$ cat src/rtl/mc_control_fsm.sv
// mc_control_fsm: multicycle control sequencer for the 16-bit datapath (fetch/decode/execute/mem/writeback)
module mc_control_fsm #(
  parameter int OP_W = 4,
  parameter int ST_W = 4
) (
  input  logic            CLK,
  input  logic            Reset,
  input  logic [OP_W-1:0] Opcode,
  input  logic            MemReady,
  output logic            PCWrite,
  output logic            PCWriteBeq,
  output logic            PCWriteBne,
  output logic            IRWrite,
  output logic            MemRead,
  output logic            MemWrite,
  output logic            IorD,
  output logic            RegWrite,
  output logic            RegDst,
  output logic            MemToReg,
  output logic            ALUSrcA,
  output logic [1:0]      ALUSrcB,
  output logic [1:0]      ALUOp,
  output logic [1:0]      PCSource,
  output logic [ST_W-1:0] State
);
  typedef enum logic [ST_W-1:0] {
    RST_IDLE = ST_W'(0),  FETCH  = ST_W'(1),  DECODE = ST_W'(2),  EXEC_R = ST_W'(3),
    WB_R     = ST_W'(4),  EXEC_I = ST_W'(5),  WB_I   = ST_W'(6),  MEM_ADDR = ST_W'(7),
    MEM_RD   = ST_W'(8),  MEM_WB = ST_W'(9),  MEM_WR = ST_W'(10), BRANCH = ST_W'(11),
    JUMP     = ST_W'(12), HALT   = ST_W'(13)
  } state_t;
  localparam logic [OP_W-1:0] OP_R    = OP_W'(0);
  localparam logic [OP_W-1:0] OP_ADDI = OP_W'(1);
  localparam logic [OP_W-1:0] OP_LW   = OP_W'(2);
  localparam logic [OP_W-1:0] OP_SW   = OP_W'(3);
  localparam logic [OP_W-1:0] OP_BEQ  = OP_W'(4);
  localparam logic [OP_W-1:0] OP_BNE  = OP_W'(5);
  localparam logic [OP_W-1:0] OP_J    = OP_W'(6);
  localparam logic [OP_W-1:0] OP_HALT = OP_W'(15);
  state_t          state;
  logic [OP_W-1:0] op_q;
  // State sequencing; the opcode is captured leaving DECODE so later IR changes cannot disturb the instruction
  always_ff @(posedge CLK or posedge Reset) begin
    if (Reset) begin
      state <= RST_IDLE;
      op_q  <= '0;
    end else begin
      case (state)
        RST_IDLE: state <= FETCH;
        FETCH:    state <= MemReady ? DECODE : FETCH;
        DECODE: begin
          op_q <= Opcode;
          case (Opcode)
            OP_R:          state <= EXEC_R;
            OP_ADDI:       state <= EXEC_I;
            OP_LW, OP_SW:  state <= MEM_ADDR;
            OP_BEQ, OP_BNE: state <= BRANCH;
            OP_J:          state <= JUMP;
            OP_HALT:       state <= HALT;
            default:       state <= FETCH;
          endcase
        end
        EXEC_R:   state <= WB_R;
        WB_R:     state <= FETCH;
        EXEC_I:   state <= WB_I;
        WB_I:     state <= FETCH;
        MEM_ADDR: state <= (op_q == OP_LW) ? MEM_RD : MEM_WR;
        MEM_RD:   state <= MemReady ? MEM_WB : MEM_RD;
        MEM_WB:   state <= FETCH;
        MEM_WR:   state <= MemReady ? FETCH : MEM_WR;
        BRANCH:   state <= FETCH;
        JUMP:     state <= FETCH;
        HALT:     state <= HALT;
        default:  state <= RST_IDLE;
      endcase
    end
  end
  // Control decode from the current state; MemReady only gates the FETCH-cycle IR and PC loads
  always_comb begin
    PCWrite    = (state == FETCH && MemReady) || state == JUMP;
    PCWriteBeq = state == BRANCH && op_q == OP_BEQ;
    PCWriteBne = state == BRANCH && op_q == OP_BNE;
    IRWrite    = state == FETCH && MemReady;
    MemRead    = state == FETCH || state == MEM_RD;
    MemWrite   = state == MEM_WR;
    IorD       = state == MEM_RD || state == MEM_WR;
    RegWrite   = state == WB_R || state == WB_I || state == MEM_WB;
    RegDst     = state == WB_R;
    MemToReg   = state == MEM_WB;
    ALUSrcA    = state == EXEC_R || state == EXEC_I || state == MEM_ADDR || state == BRANCH;
    ALUSrcB    = state == FETCH ? 2'd1 : state == DECODE ? 2'd3 :
                 (state == EXEC_I || state == MEM_ADDR) ? 2'd2 : 2'd0;
    ALUOp      = state == EXEC_R ? 2'd2 : state == BRANCH ? 2'd1 : 2'd0;
    PCSource   = state == BRANCH ? 2'd1 : state == JUMP ? 2'd2 : 2'd0;
    State      = state;
  end
endmodule

$ cat config.mk
export PLATFORM = sky130hd
export DESIGN_NAME = mc_control_fsm
export DESIGN_NICKNAME = d
export VERILOG_FILES = /design/src/rtl/mc_control_fsm.sv
export SDC_FILE = /design/constraint.sdc
export NUM_CORES = 1
export LEC_CHECK = 0
export ABC_AREA = 1
export BUFFER_PORTS_ARGS = -buffer_cell sky130_fd_sc_hd__buf_4
export CORE_MARGIN = 8
export CORE_UTILIZATION = 49
export CTS_BUF_LIST = sky130_fd_sc_hd__clkbuf_2
export DETAILED_ROUTE_END_ITERATION = 10
export GPL_ROUTABILITY_DRIVEN = 0
export GPL_TIMING_DRIVEN = 0
export PLACE_DENSITY = 0.81
export SKIP_LAST_GASP = 1
export SYNTH_ARGS = -nofsm -noshare
export SYNTH_HDL_FRONTEND = slang
export SYNTH_SLANG_ARGS = --single-unit
$ cat constraint.sdc
create_clock -name CLK -period 1.3 [get_ports CLK]
set_input_delay 0.195 -clock CLK [delete_from_list [all_inputs] [get_ports CLK]]
set_output_delay 0.195 -clock CLK [all_outputs]
set_load 0.005 [all_outputs]
==> impl_metrics.json, run 1 <==
{
  "synth_nets": 124,
  "post_synth.cell_area_avg_um2": 5.860,
  "die_w_um": 53.41,
  "haltStage": "global routing",
  "clk_path_buf_depth": 2,
  "ys_seq_area_share_pct": 29.20,
  "synth.distinct_cells": 18,
  "worst_path_end_type": "output port",
  "synthCells": 117,
  "ys_seq_elements": 8,
  "synth_top_cell_area_share_pct": 29.20,
  "cts.sinks": 8,
  "yosys_warnings": 0,
  "rows": 13,
  "hpwl_um": 1598,
  "grt_max_degree": 9,
  "status": "did not finish",
  "tool.error": "[ERROR DPL-0038] Utilization greater than 100%, impossible to legalize",
  "numPortBuffers": 27,
  "worst_endpoint": "PCWrite",
  "syn_area_um2": 685.7,
  "initial_core_util_pct": 52.69,
  "h-tree-depth": 1,
  "synthTopCellsByArea": "dfrtp_1, nand2_1, inv_1, nor2_1, nand3_1",
  "cts_buffers": 3,
  "chipHeight_um": 53.41,
  "pre_cts_ws_ns": -0.09536,
  "pin_count": 28,
  "cts_root_buf": "clkbuf_2",
  "synth_top_cell_by_area": "dfrtp_1"
}
[Yosys cell counts]
master	n
nand3_2	1
nand2_2	1
nand2_1	35
buf_4	1
nand3_1	11
o22ai_1	1
o21ai_0	4
o21ai_1	3
inv_2	2
nor2_2	3
nor2_4	2
buf_6	1
a21oi_1	1
inv_1	22
dfrtp_1	8
nor3_2	1
nor2_1	19
nor3_1	1
[stage by stage]
stage                     instances  area (µm²)  utilization (%)
after floorplan                 117       685.7                -
after global placement          159       907.1            69.71
after detailed placement        159       907.1            69.71
after CTS                       184        1164            89.42
[kinds of logic after synthesis]
family                 Yosys count  synth area share (%)
AO/OA/AOI/OAI                    9                 6.751
buffers and inverters           26                 15.88
flip-flops                       8                 29.20
AND/OR/NAND/NOR                 74                 48.18
[repair_timing]
action                                  in CTS
endpoints found under the setup margin      17
buffers inserted                            21
pin swaps                                    9
gates resized for setup                     27
endpoints found under the hold margin        8
hold buffers                                 1
==> run 2, diff against run 1 <==
CORE_AREA = 8 8 69 71   (was default)
CORE_MARGIN = default   (was 8)
CORE_UTILIZATION = default   (was 49)
CTS_BUF_LIST = default   (was sky130_fd_sc_hd__clkbuf_2)
DIE_AREA = 0 0 77 79   (was default)
PLACE_DENSITY = default   (was 0.81)
PLACE_DENSITY_LB_ADDON = 0.15   (was default)
==> impl_metrics.json, run 2 <==
{
  "utilization_pct": 36.86,
  "post_synth.cell_area_avg_um2": 5.860,
  "dp.cells": 194,
  "path_max_fanout": 6,
  "sw_frac_of_total_pct": 43.08,
  "gr-usage-all-layers_pct": 8.187,
  "fin_ws_ns": -0.1941,
  "ys_seq_area_share_pct": 29.20,
  "vias": 932,
  "cp-end-kind": "output pin",
  "async_flop_share_pct": 100.0,
  "clock_latency_ns": 0.23,
  "chipHeight_um": 79,
  "grt_pass1_vias": 952,
  "routed_wl_um": 2612,
  "drive_gt1_share_pct": 58.38,
  "grt_pass1_wl_um": 4195,
  "syn_area_um2": 685.7,
  "drv_cap": 0,
  "drc": 0,
  "synth_edf_count": 0,
  "cp.arrival_ns": 1.30,
  "combinationalPowerShare_pct": 72.5,
  "criticalPathCategory": "register to output pin",
  "final_cell_mix": "buf_4, nand2_1, inv_1",
  "dieArea_um2": 6083,
  "synth_nets": 124,
  "violations": "negative setup slack",
  "fmax_mhz": 669.3,
  "period_needed_ns": 1.494,
  "yosys_warnings": 0,
  "slowest_delay_ns": 0.47,
  "post-synth-top-count-cell": "nand2_1",
  "peakVddDrop_mv": 0.5234,
  "relSlewSlack_pct": 77.31,
  "synth.distinct_cells": 18,
  "critical_path.cell_chain": "nor2_4 -> nand2_2 -> buf_6 -> nand2_2 -> buf_4",
  "layout.nets": 182,
  "viasPerCell": 4.179,
  "cts.sinks": 8,
  "drt-initial-drc-count": 41,
  "status": "finished with violations",
  "clk_path_buf_depth": 2,
  "hold_path.class": "primary input to register",
  "setup-tns-final_ns": -2.230,
  "core_um2": 3799,
  "finClkSkew_ns": 0.01212,
  "hpwl_um": 1799,
  "cts_tree": "done",
  "cp_slowest_cell": "dfrtp_2",
  "cp-start-kind": "register",
  "synthTopCellsByArea": "dfrtp_1, nand2_1, inv_1, nor2_1, nand3_1",
  "crit_required_ns": 1.11,
  "net-switching-power_w": 0.001326,
  "clk_pin_slew_ns": 0.05,
  "finalHoldWorstSlack_ns": 0.2456,
  "hold_viol_final": 0,
  "pin_count": 28,
  "cts_root_buf": "clkbuf_8",
  "final_common_cell": "buf_4",
  "netlist_top_cells_count": "nand2_1, inv_1, nor2_1, nand3_1, dfrtp_1",
  "finalMaxSlewViolations": 0,
  "die_w_um": 77,
  "p_leak_nw": 0.7671,
  "area_growth_pct": 104.2,
  "power_w": 0.003077,
  "synth_top_cell_by_area": "dfrtp_1",
  "ys.flop_type": "dfrtp_1",
  "first_pass_iters": 4,
  "ys_seq_elements": 8,
  "synthCells": 117,
  "grt_overflow": 0,
  "h-tree-depth": 1,
  "ant_nets": 0,
  "clock_power_share_pct": 10.0,
  "wl_per_cell_um": 11.71,
  "p_per_area_nw_per_um2": 2197,
  "cpMostUsedCell": "nand2_2",
  "antenna_found_initial": 0,
  "synth_top_cell_area_share_pct": 29.20,
  "diodes": 0,
  "finalNonFillerCells": 223,
  "initial_core_util_pct": 18.05,
  "rows": 23,
  "p_seq_share_pct": 17.6,
  "grt_max_degree": 9,
  "p_int_w": 0.001751,
  "setup_viol": 19,
  "rsz0062_at_grt": "true",
  "tightestPinTransition_ns": 0.3400,
  "period_share_pct": 114.9,
  "cts_buffers": 3,
  "numPortBuffers": 27
}
-- run 2: power by group through the flow --
stage               Clock [W]  Combinational, W  Sequential (W)
detailed placement          0           0.00125        0.000504
CTS                  0.000311           0.00185        0.000519
floorplan                   0          0.000744        0.000474
finish               0.000307           0.00223        0.000540
global placement            0           0.00126        0.000503
global route         0.000329           0.00242        0.000558
-- run 2: final cells by class --
type,instances,area [µm²]
clock buffer,3,41.29
fill,393,2399
buffer,2,22.52
tap,50,62.56
inverter,24,97.59
timing repair buffer,53,465.4
sequential,8,203.9
multi-input combinational,83,506.7
-- run 2: worst max-delay path: cells and delay by family (launching register included) --
| kind | cells | cell delay [ns] |
|---|---|---|
| flops | 1 | 0.47 |
| simple gates | 3 | 0.36 |
| buf+inv | 2 | 0.24 |
-- run 2: per-stage QoR --
step | cell area [µm²] | setup WS, ns
2_1_floorplan | 685.7 | 0.08999
3_3_place_gp | 950.9 | -0.1496
3_5_place_dp | 950.9 | -0.1482
4_1_cts | 1265 | -0.1875
5_1_grt | 1400 | -0.2597
6_report | 1400 | -0.1941
-- run 2: logic make-up after synthesis --
group,Yosys count,share of synthesized area (%)
compound gates,9,6.751
buf+inv,26,15.88
flops,8,29.20
simple gates,74,48.18
-- run 2: routing by layer --
| metal | track usage, % | up-vias | wire length, µm |
|---|---|---|---|
| met3 | 1.693 | 4 | 114 |
| met4 | 2.264 | 0 | 27 |
| met2 | 15.29 | 30 | 1332 |
| met1 | 9.187 | 427 | 1137 |
| li1 | - | 471 | - |
| met5 | 0 | - | 0 |
-- run 2: timing repair --
item	4_1_cts	5_1_grt
hold buffers	1	0
setup buffers	21	6
endpoints found under the setup margin	17	24
hold endpoints to repair	8	0
gates resized for setup	36	29
pin swaps	10	10
-- run 2: path summary, 6_finish.rpt --
path | from | slack, ns | depth (start not counted) | end
max | State[3] | -0.19 | 5 | ALUSrcB[0]
min | Opcode[3] | 0.25 | 3 | op_q[3]
max reg2reg | State[3] | -0.01 | 7 | State[1]
min reg2reg | op_q[2] | 0.51 | 2 | op_q[2]
max in group asynchronous | Reset | 0.55 | 3 | State[3]
min in group asynchronous | Reset | 0.48 | 3 | State[0]
Note: power is estimated with default switching activity, not from simulation.
